<file path="config.mk">
export PLATFORM = sky130hd
export DESIGN_NAME = imm_gen_pipe
export DESIGN_NICKNAME = d
export VERILOG_FILES = /design/src/rtl/imm_gen_pipe.sv
export SDC_FILE = /design/constraint.sdc
export NUM_CORES = 1
export LEC_CHECK = 0
export ABC_CLOCK_PERIOD_IN_PS = 3660
export CAP_MARGIN = 20
export CORE_AREA = 2 2 98 72
export CTS_CLUSTER_DIAMETER = 120
export DETAILED_ROUTE_END_ITERATION = 8
export DIE_AREA = 0 0 100 74
export PLACE_DENSITY_LB_ADDON = 0.1
export SYNTH_ARGS = -nofsm -noshare
export SYNTH_HDL_FRONTEND = slang
export SYNTH_SLANG_ARGS = --single-unit
</file>
<file path="constraint.sdc">
create_clock -name clk_i -period 3.66 [get_ports clk_i]
set_input_delay 1.098 -clock clk_i [delete_from_list [all_inputs] [get_ports clk_i]]
set_output_delay 1.098 -clock clk_i [all_outputs]
set_load 0.01 [all_outputs]
</file>
<file path="src/rtl/imm_gen_pipe.sv">
// -----------------------------------------------------------------------------
// imm_gen_pipe
//
// Registered RISC-V immediate generator for the ID stage. The opcode of the
// incoming instruction is decoded combinationally into a sign-extended
// immediate plus a format tag. Only the decoded result is buffered, in a
// two-entry arrangement (output register + skid register). This lets ready_o
// come straight from a flop, so there is no combinational path from ready_i to
// ready_o.
//
// Parameters
//   XLEN          datapath width, 32 or 64
//   BRANCH_SHIFT  1: B/J immediates are byte offsets (bit0 = 0)
//                 0: legacy halfword-offset packing (trailing zero dropped)
//
// Ports
//   clk_i    in   clock, rising edge
//   rst_i    in   asynchronous active-low reset
//   flush_i  in   synchronous flush of both entries and the current input beat
//   inst_i   in   32-bit instruction word
//   valid_i  in   inst_i valid
//   ready_o  out  block can accept (registered, = NOT skid valid)
//   imm_o    out  XLEN-bit immediate
//   fmt_o    out  format tag: 0 NONE, 1 I, 2 S, 3 B, 4 U, 5 J, 6 SH
//   unk_o    out  opcode not recognised (fmt NONE, imm 0)
//   valid_o  out  output entry valid
//   ready_i  in   downstream accepts
// -----------------------------------------------------------------------------
module imm_gen_pipe #(
  parameter int XLEN         = 32,
  parameter bit BRANCH_SHIFT = 1'b1
) (
  input  logic            clk_i,
  input  logic            rst_i,
  input  logic            flush_i,
  input  logic [31:0]     inst_i,
  input  logic            valid_i,
  output logic            ready_o,
  output logic [XLEN-1:0] imm_o,
  output logic [2:0]      fmt_o,
  output logic            unk_o,
  output logic            valid_o,
  input  logic            ready_i
);

  localparam logic [2:0] FMT_NONE = 3'd0;
  localparam logic [2:0] FMT_I    = 3'd1;
  localparam logic [2:0] FMT_S    = 3'd2;
  localparam logic [2:0] FMT_B    = 3'd3;
  localparam logic [2:0] FMT_U    = 3'd4;
  localparam logic [2:0] FMT_J    = 3'd5;
  localparam logic [2:0] FMT_SH   = 3'd6;

  localparam logic [6:0] OP_LOAD   = 7'b0000011;
  localparam logic [6:0] OP_JALR   = 7'b1100111;
  localparam logic [6:0] OP_IMM    = 7'b0010011;
  localparam logic [6:0] OP_IMM32  = 7'b0011011;
  localparam logic [6:0] OP_STORE  = 7'b0100011;
  localparam logic [6:0] OP_BRANCH = 7'b1100011;
  localparam logic [6:0] OP_LUI    = 7'b0110111;
  localparam logic [6:0] OP_AUIPC  = 7'b0010111;
  localparam logic [6:0] OP_JAL    = 7'b1101111;

  // ---------------------------------------------------------------------------
  // Combinational decode
  // ---------------------------------------------------------------------------
  logic [6:0]      opcode;
  logic            is_shift;
  logic [XLEN-1:0] imm_i_fmt;
  logic [XLEN-1:0] imm_s_fmt;
  logic [XLEN-1:0] imm_b_fmt;
  logic [XLEN-1:0] imm_u_fmt;
  logic [XLEN-1:0] imm_j_fmt;
  logic [XLEN-1:0] imm_sh_fmt;
  logic [XLEN-1:0] imm_sh32_fmt;

  assign opcode   = inst_i[6:0];
  // SLLI / SRLI / SRAI share funct3 001 and 101; funct7 (incl. the SRA bit)
  // must never leak into the shift amount.
  assign is_shift = (inst_i[14:12] == 3'b001) || (inst_i[14:12] == 3'b101);

  // Sized casts of signed operands sign-extend to XLEN.
  assign imm_i_fmt = XLEN'($signed(inst_i[31:20]));
  assign imm_s_fmt = XLEN'($signed({inst_i[31:25], inst_i[11:7]}));
  assign imm_u_fmt = XLEN'($signed({inst_i[31:12], 12'b0}));

  assign imm_b_fmt = BRANCH_SHIFT
    ? XLEN'($signed({inst_i[31], inst_i[7], inst_i[30:25], inst_i[11:8], 1'b0}))
    : XLEN'($signed({inst_i[31], inst_i[7], inst_i[30:25], inst_i[11:8]}));

  assign imm_j_fmt = BRANCH_SHIFT
    ? XLEN'($signed({inst_i[31], inst_i[19:12], inst_i[20], inst_i[30:21], 1'b0}))
    : XLEN'($signed({inst_i[31], inst_i[19:12], inst_i[20], inst_i[30:21]}));

  // Shift amounts are zero-extended; RV64 OP-IMM uses a 6-bit shamt, while
  // the word-sized OP-IMM-32 shifts always use 5 bits.
  assign imm_sh_fmt   = (XLEN == 64) ? XLEN'(inst_i[25:20]) : XLEN'(inst_i[24:20]);
  assign imm_sh32_fmt = XLEN'(inst_i[24:20]);

  logic [XLEN-1:0] dec_imm_d;
  logic [2:0]      dec_fmt_d;
  logic            dec_unk_d;

  always_comb begin
    dec_imm_d = '0;
    dec_fmt_d = FMT_NONE;
    dec_unk_d = 1'b0;
    case (opcode)
      OP_LOAD, OP_JALR: begin
        dec_imm_d = imm_i_fmt;
        dec_fmt_d = FMT_I;
      end
      OP_IMM: begin
        if (is_shift) begin
          dec_imm_d = imm_sh_fmt;
          dec_fmt_d = FMT_SH;
        end else begin
          dec_imm_d = imm_i_fmt;
          dec_fmt_d = FMT_I;
        end
      end
      OP_IMM32: begin
        // Only meaningful on RV64; on RV32 it is an unknown opcode.
        if (XLEN == 64) begin
          if (is_shift) begin
            dec_imm_d = imm_sh32_fmt;
            dec_fmt_d = FMT_SH;
          end else begin
            dec_imm_d = imm_i_fmt;
            dec_fmt_d = FMT_I;
          end
        end else begin
          dec_unk_d = 1'b1;
        end
      end
      OP_STORE: begin
        dec_imm_d = imm_s_fmt;
        dec_fmt_d = FMT_S;
      end
      OP_BRANCH: begin
        dec_imm_d = imm_b_fmt;
        dec_fmt_d = FMT_B;
      end
      OP_LUI, OP_AUIPC: begin
        dec_imm_d = imm_u_fmt;
        dec_fmt_d = FMT_U;
      end
      OP_JAL: begin
        dec_imm_d = imm_j_fmt;
        dec_fmt_d = FMT_J;
      end
      default: begin
        dec_unk_d = 1'b1;
      end
    endcase
  end

  // ---------------------------------------------------------------------------
  // Two-entry buffer: output register + skid register
  // ---------------------------------------------------------------------------
  logic            out_valid_q, out_valid_d;
  logic [XLEN-1:0] out_imm_q;
  logic [2:0]      out_fmt_q;
  logic            out_unk_q;

  logic            skid_valid_q, skid_valid_d;
  logic [XLEN-1:0] skid_imm_q;
  logic [2:0]      skid_fmt_q;
  logic            skid_unk_q;

  logic accept;
  logic load_out_new;
  logic load_skid;
  logic move_skid;

  assign ready_o = ~skid_valid_q;
  assign accept  = valid_i & ready_o & ~flush_i;

  // New result goes straight to the output register if that slot is empty or
  // being consumed this cycle; otherwise it parks in the skid register.
  assign load_out_new = accept & (~out_valid_q | ready_i);
  assign load_skid    = accept & out_valid_q & ~ready_i;
  // While the skid is occupied ready_o is low, so this never coincides with
  // an accept.
  assign move_skid    = skid_valid_q & ready_i & ~flush_i;

  always_comb begin
    out_valid_d  = out_valid_q;
    skid_valid_d = skid_valid_q;
    if (flush_i) begin
      out_valid_d  = 1'b0;
      skid_valid_d = 1'b0;
    end else if (move_skid) begin
      out_valid_d  = 1'b1;
      skid_valid_d = 1'b0;
    end else if (load_out_new) begin
      out_valid_d  = 1'b1;
    end else if (load_skid) begin
      skid_valid_d = 1'b1;
    end else if (ready_i) begin
      out_valid_d  = 1'b0;
    end
  end

  always_ff @(posedge clk_i or negedge rst_i) begin
    if (!rst_i) begin
      out_valid_q  <= 1'b0;
      out_imm_q    <= '0;
      out_fmt_q    <= FMT_NONE;
      out_unk_q    <= 1'b0;
      skid_valid_q <= 1'b0;
      skid_imm_q   <= '0;
      skid_fmt_q   <= FMT_NONE;
      skid_unk_q   <= 1'b0;
    end else begin
      out_valid_q  <= out_valid_d;
      skid_valid_q <= skid_valid_d;
      if (move_skid) begin
        out_imm_q <= skid_imm_q;
        out_fmt_q <= skid_fmt_q;
        out_unk_q <= skid_unk_q;
      end else if (load_out_new) begin
        out_imm_q <= dec_imm_d;
        out_fmt_q <= dec_fmt_d;
        out_unk_q <= dec_unk_d;
      end
      if (load_skid) begin
        skid_imm_q <= dec_imm_d;
        skid_fmt_q <= dec_fmt_d;
        skid_unk_q <= dec_unk_d;
      end
    end
  end

  assign valid_o = out_valid_q;
  assign imm_o   = out_imm_q;
  assign fmt_o   = out_fmt_q;
  assign unk_o   = out_unk_q;

endmodule

</file>
* After elaboration in Yosys (flattened, before gate mapping)
Cells that the tools add are included.
** Storage, ports and cells
- Register bits after elaboration :: 74
- Input port bits :: 37
** Operators by class
- Equal/unequal tests :: 12
- Mux-type cells :: 20
- Bitwise operators :: 12
- Reduce and logical (&&, ||, !) cells :: 9
** Operators with widths (number)
- $pmux W32 S6 :: 1
- $mux W32 :: 3
- $eq A7 B7 Y1 const B :: 3
- $pmux W3 S6 :: 1
- $eq A7 B5 Y1 const B :: 2
- $eq A7 B6 Y1 const B :: 2
- $mux W1 :: 12
- $mux W3 :: 3
- $reduce_or A8 Y1 :: 1
- $and A1 B1 Y1 :: 7
- $eq A7 B2 Y1 const B :: 1
- $ne A4 B3 Y1 const B :: 1
- $not A1 Y1 :: 4
- $reduce_and A2 Y1 :: 2
- $reduce_bool A4 Y1 :: 1
- $reduce_or A2 Y1 :: 2
- $eq A3 B1 Y1 const B :: 1
- $eq A3 B3 Y1 const B :: 1
- $ne A3 B2 Y1 const B :: 1
- $reduce_bool A3 Y1 :: 1
- $reduce_bool A2 Y1 :: 1
- $logic_or A1 B1 Y1 :: 1
- $or A1 B1 Y1 :: 1

* Depth between registers and ports, before layout
- Depth in word-level cells :: 9
- Depth in mapped cells :: 7

* Least setup slack after synthesis
OpenSTA, ideal clock, no wires.
- Kind :: input-to-reg
- Start :: input port inst_i[6]
- End :: register out_imm_q[19], in the netlist imm_o[19]
- Library setup time :: 0.125 ns
- Arrival time :: 2.208 ns
- Data required time :: 3.535 ns
- Setup slack :: 1.327 ns
- Cell stages on the path :: 7
- Cells stage by stage :: buf_2 nand3b_1 o32ai_4 or3_4 nand2b_2 buf_6 o21ai_2
** Between the ends
- Longest elaborated chain between the ends :: 5
- Elaborated cells on any way between the ends :: 13
- Those cells by class :: eq/ne (8); mux (3); reduce/logical (2)
** Ends and longest elaborated chain
- from (decl) :: line 36 : input logic [31:0] inst_i,
- $eq A7 B6 Y1 (tied with other cells) :: line 108 : case (opcode)
- $reduce_or A2 Y1
- $pmux W32 S6 * :: line 108
- $mux W32 * :: line 222 : end else if (load_out_new) begin
- $mux W32 * :: line 218 : if (move_skid) begin
- to (signal assigned) :: line 219 : out_imm_q <= skid_imm_q;
- to (signal assigned) :: line 223 : out_imm_q <= dec_imm_d;
- to (decl) :: line 162 : logic [XLEN-1:0] out_imm_q;
Mark *: on every way between the ends. The rest lies on a longest branch, timed or not. The select of a mux whose other input is x is not followed.
A chain may end at the register's enable or synchronous reset.

* Final worst setup path
- Start :: input port inst_i[5]
- End :: register skid_imm_q[27]
** Between the ends
- Longest elaborated chain between the ends :: 3
- Elaborated cells on any way between the ends :: 11
- Those cells by class :: eq/ne (8); mux (1); reduce/logical (2)
** Ends and longest elaborated chain
- $eq A7 B6 Y1 (tied with other cells) :: line 108
- $reduce_or A2 Y1
- $pmux W32 S6 * :: line 108
- to (signal assigned) :: line 228 : skid_imm_q <= dec_imm_d;
- to (decl) :: line 167 : logic [XLEN-1:0] skid_imm_q;
Mark *: on every way between the ends. The rest lies on a longest branch, timed or not.

==> flow_summary_export.csv <==
group,metric,value,unit
synthesis,yosysWarnings,0,
sta,min_period,2890,ps
synthesis,syn-cell-area,0.00340,sq mm
synthesis,synthMuxAreaShare,0.331,%
route,drc_errors,0,
setup_path,critical_path_class,"input pin to flop",
floorplanning,start_util,52.2,%
floorplanning,die_h,74,um
power_and_ir_drop,power.leakage,1.83,nW
setup_path,cp_max_fo,7,
final_layout,synthToLayoutAreaGrowth,30.4,%
setup_path,reg2reg_depth,5,
grt,grt_use_total,23.7,%
cts,clk_latency,340,ps
synthesis,synth_top_family_by_area,"compound AO/OA/AOI/OAI gates",
final_layout,nets,428,
route,drtPass1Iterations,5,
synthesis,synth_flop_cell,"dfrtp_1",
placement,io_buffers,74,
setup_path,crit_required,3920,ps
synthesis,synth_seq_cells,74,
grt,grt_pass1_vias,2722,
synthesis,synth_fa_ha_area_share,0,%
synthesis,synth-xor-area-share,0,%
sta,worst_pin_slew,943,ps
floorplanning,num_io_pins,75,
grt,antenna_found_initial,0,
final_layout,final_common_cell,"dfrtp_1",
cts,cts-root-buf,"clkbuf_8",
cts,cts_tree,"done",
cts,clk_path_buf_depth,2,
min_path,hold_path.class,"flop to flop",
route,drt_iter0_markers,172,
sta,fin_ws,769,ps
outcome,status,"finished clean",
route,finalWirelength,8140,um
route,vias,2762,
cts,postCtsHoldBufs,0,
grt,grt_max_degree,75,
cts,clkTransAtPathRegs,70,ps
placement,pre_cts_ws,450,ps
synthesis,post_synth.cell_area_avg,10.8,sq um
sta,setup_viol,0,
floorplanning,row_count,25,
synthesis,async_flop_share,100,%
final_layout,layout-drive-gt1-share,18.9,%
grt,grt_overflow,0,
sta,tns,0,ps
final_layout,antenna_cells,0,
cts,post_cts_buffers,0,
setup_path,critPathLaunchType,"input pin",
sta,final_max_slew_viol_count,0,
synthesis,yosys.area_share.simple,12.4,%
route,drt-wirelength-per-cell,17.1,um
synthesis,synth_nets,353,
setup_path,endpoint_kind,"flop",
route,postRouteAntennaNets,0,
placement,place.gp.congestion,0.851,
sta,finClkSkew,9.78,ps
floorplanning,dieArea,0.00740,sq mm
synthesis,synth-edff-count,0,
run,drv_cap,0,
cts,clock_sinks,74,
floorplanning,die_w,100,um
synthesis,synth_compound_area_share,29.3,%
sta,hold_violations,0,
floorplanning,core,0.00651,sq mm
sta,rsz0062_at_grt,"false",
power_and_ir_drop,irDropWorstVdd,198,uV
synthesis,synth_seq_area_share,54.5,%
cts,numCtsBuffers,9,
setup_path,worstPathArrival,3150,ps
sta,post-route-period-util,79.0,%
synthesis,syn_inst,316,
min_path,hold_depth,2,
power_and_ir_drop,power.density,372,mW/mm^2
sta,slew_headroom,37.2,%
sta,fmax,346,MHz
cts,ctsHtreeMaxLevel,3,
placement,dp_hpwl,5710,um
cts,cts_resized,0,
grt,grt_pass1_wl,13600,um
synthesis,synth.distinct_cells,44,
route,vias_per_cell,5.79,
final_layout,final_cell_mix,"74 x dfrtp_1, 73 x clkdlybuf4s50_1, 41 x nand2_1, 33 x a22oi_1, 28 x o21ai_0",
==> logic make-up after synthesis <==
logic type | after synthesis
compound gates | 138
buf+inv | 24
flops | 74
mux | 1
simple gates | 79
==> stage by stage <==
stage	power (mW)	instances	util, %	instance area, sq um	hold WS (ps)
final	1.65	477	68.1	4430	486
after floorplan	0.933	316	-	3400	450
after global routing	1.72	477	68.1	4430	503
after detailed placement	1.04	461	65.1	4240	469
after CTS	1.66	477	68.1	4430	486
after global placement	1.04	461	65.1	4240	463
==> final cells by class <==
type / count / area [sq um]
fillers: 521 / 2070
flip-flops and latches: 74 / 1850
multi-input cells: 218 / 1440
repair buffers: 85 / 833
clock buffers: 11 / 141
well taps: 81 / 101
clock inverters: 5 / 53.8
inverters: 3 / 11.3
==> layer usage <==
layer  vias to the layer above  global-route usage (%)  part of all wire [%]
li1                       1306                       -                     -
met1                      1368                    33.1                    46
met2                        79                    38.6                    48
met3                         9                    6.02                   5.0
met4                         0                    4.41                  0.88
met5                         -                       0                     0
==> where the power goes <==
group          internal, mW  total, mW  switching (mW)
clock                 0.332      0.626           0.294
sequential            0.842      0.856          0.0147
combinational        0.0770      0.165          0.0880
==> state kept, by name, summed over array words and instances, names as in the netlist <==
signal,flops
skid_imm_q,32
skid_unk_q,1
fmt_o,3
skid_fmt_q,3
imm_o,32
skid_valid_q,1
valid_o,1
unk_o,1
==> worst max-delay path, stage by stage <==
cell	delay, ps
clkdlybuf4s50_1	650
mux2_2	390
nor3b_2	290
o21a_1	290
buf_4	230
a21oi_2	60
o21ai_1	140
==> synthesized netlist by cell type (all sizes together) (2+ instances only) <==
cell type / instances / area share, %
nand4: 2 / 0.55
o21ai: 59 / 11
a21oi: 23 / 4.5
a21o: 2 / 0.48
a221o: 7 / 2.1
buf: 8 / 1.8
nand3b: 3 / 0.66
inv: 3 / 0.33
nand3: 2 / 0.44
a22oi: 33 / 7.3
nand2b: 3 / 0.63
o21a: 3 / 0.70
dfrtp: 74 / 54
nand2: 41 / 4.5
nor2: 18 / 2.4
a22o: 6 / 1.5
clkbuf: 13 / 1.4
nor3: 3 / 0.44
==> final timing paths <==
path | startpoint | slack, ps | to
setup / recovery | inst_i[5] | 770 | skid_imm_q[27]
hold / removal | skid_imm_q[21] | 490 | skid_imm_q[21]
setup reg to reg | skid_valid_q | 1970 | imm_o[20]
hold reg to reg | skid_imm_q[21] | 490 | skid_imm_q[21]
max in group asynchronous | rst_i | 2160 | skid_imm_q[3]
min in group asynchronous | rst_i | 880 | skid_imm_q[10]
(Power assumes the default switching activity.)
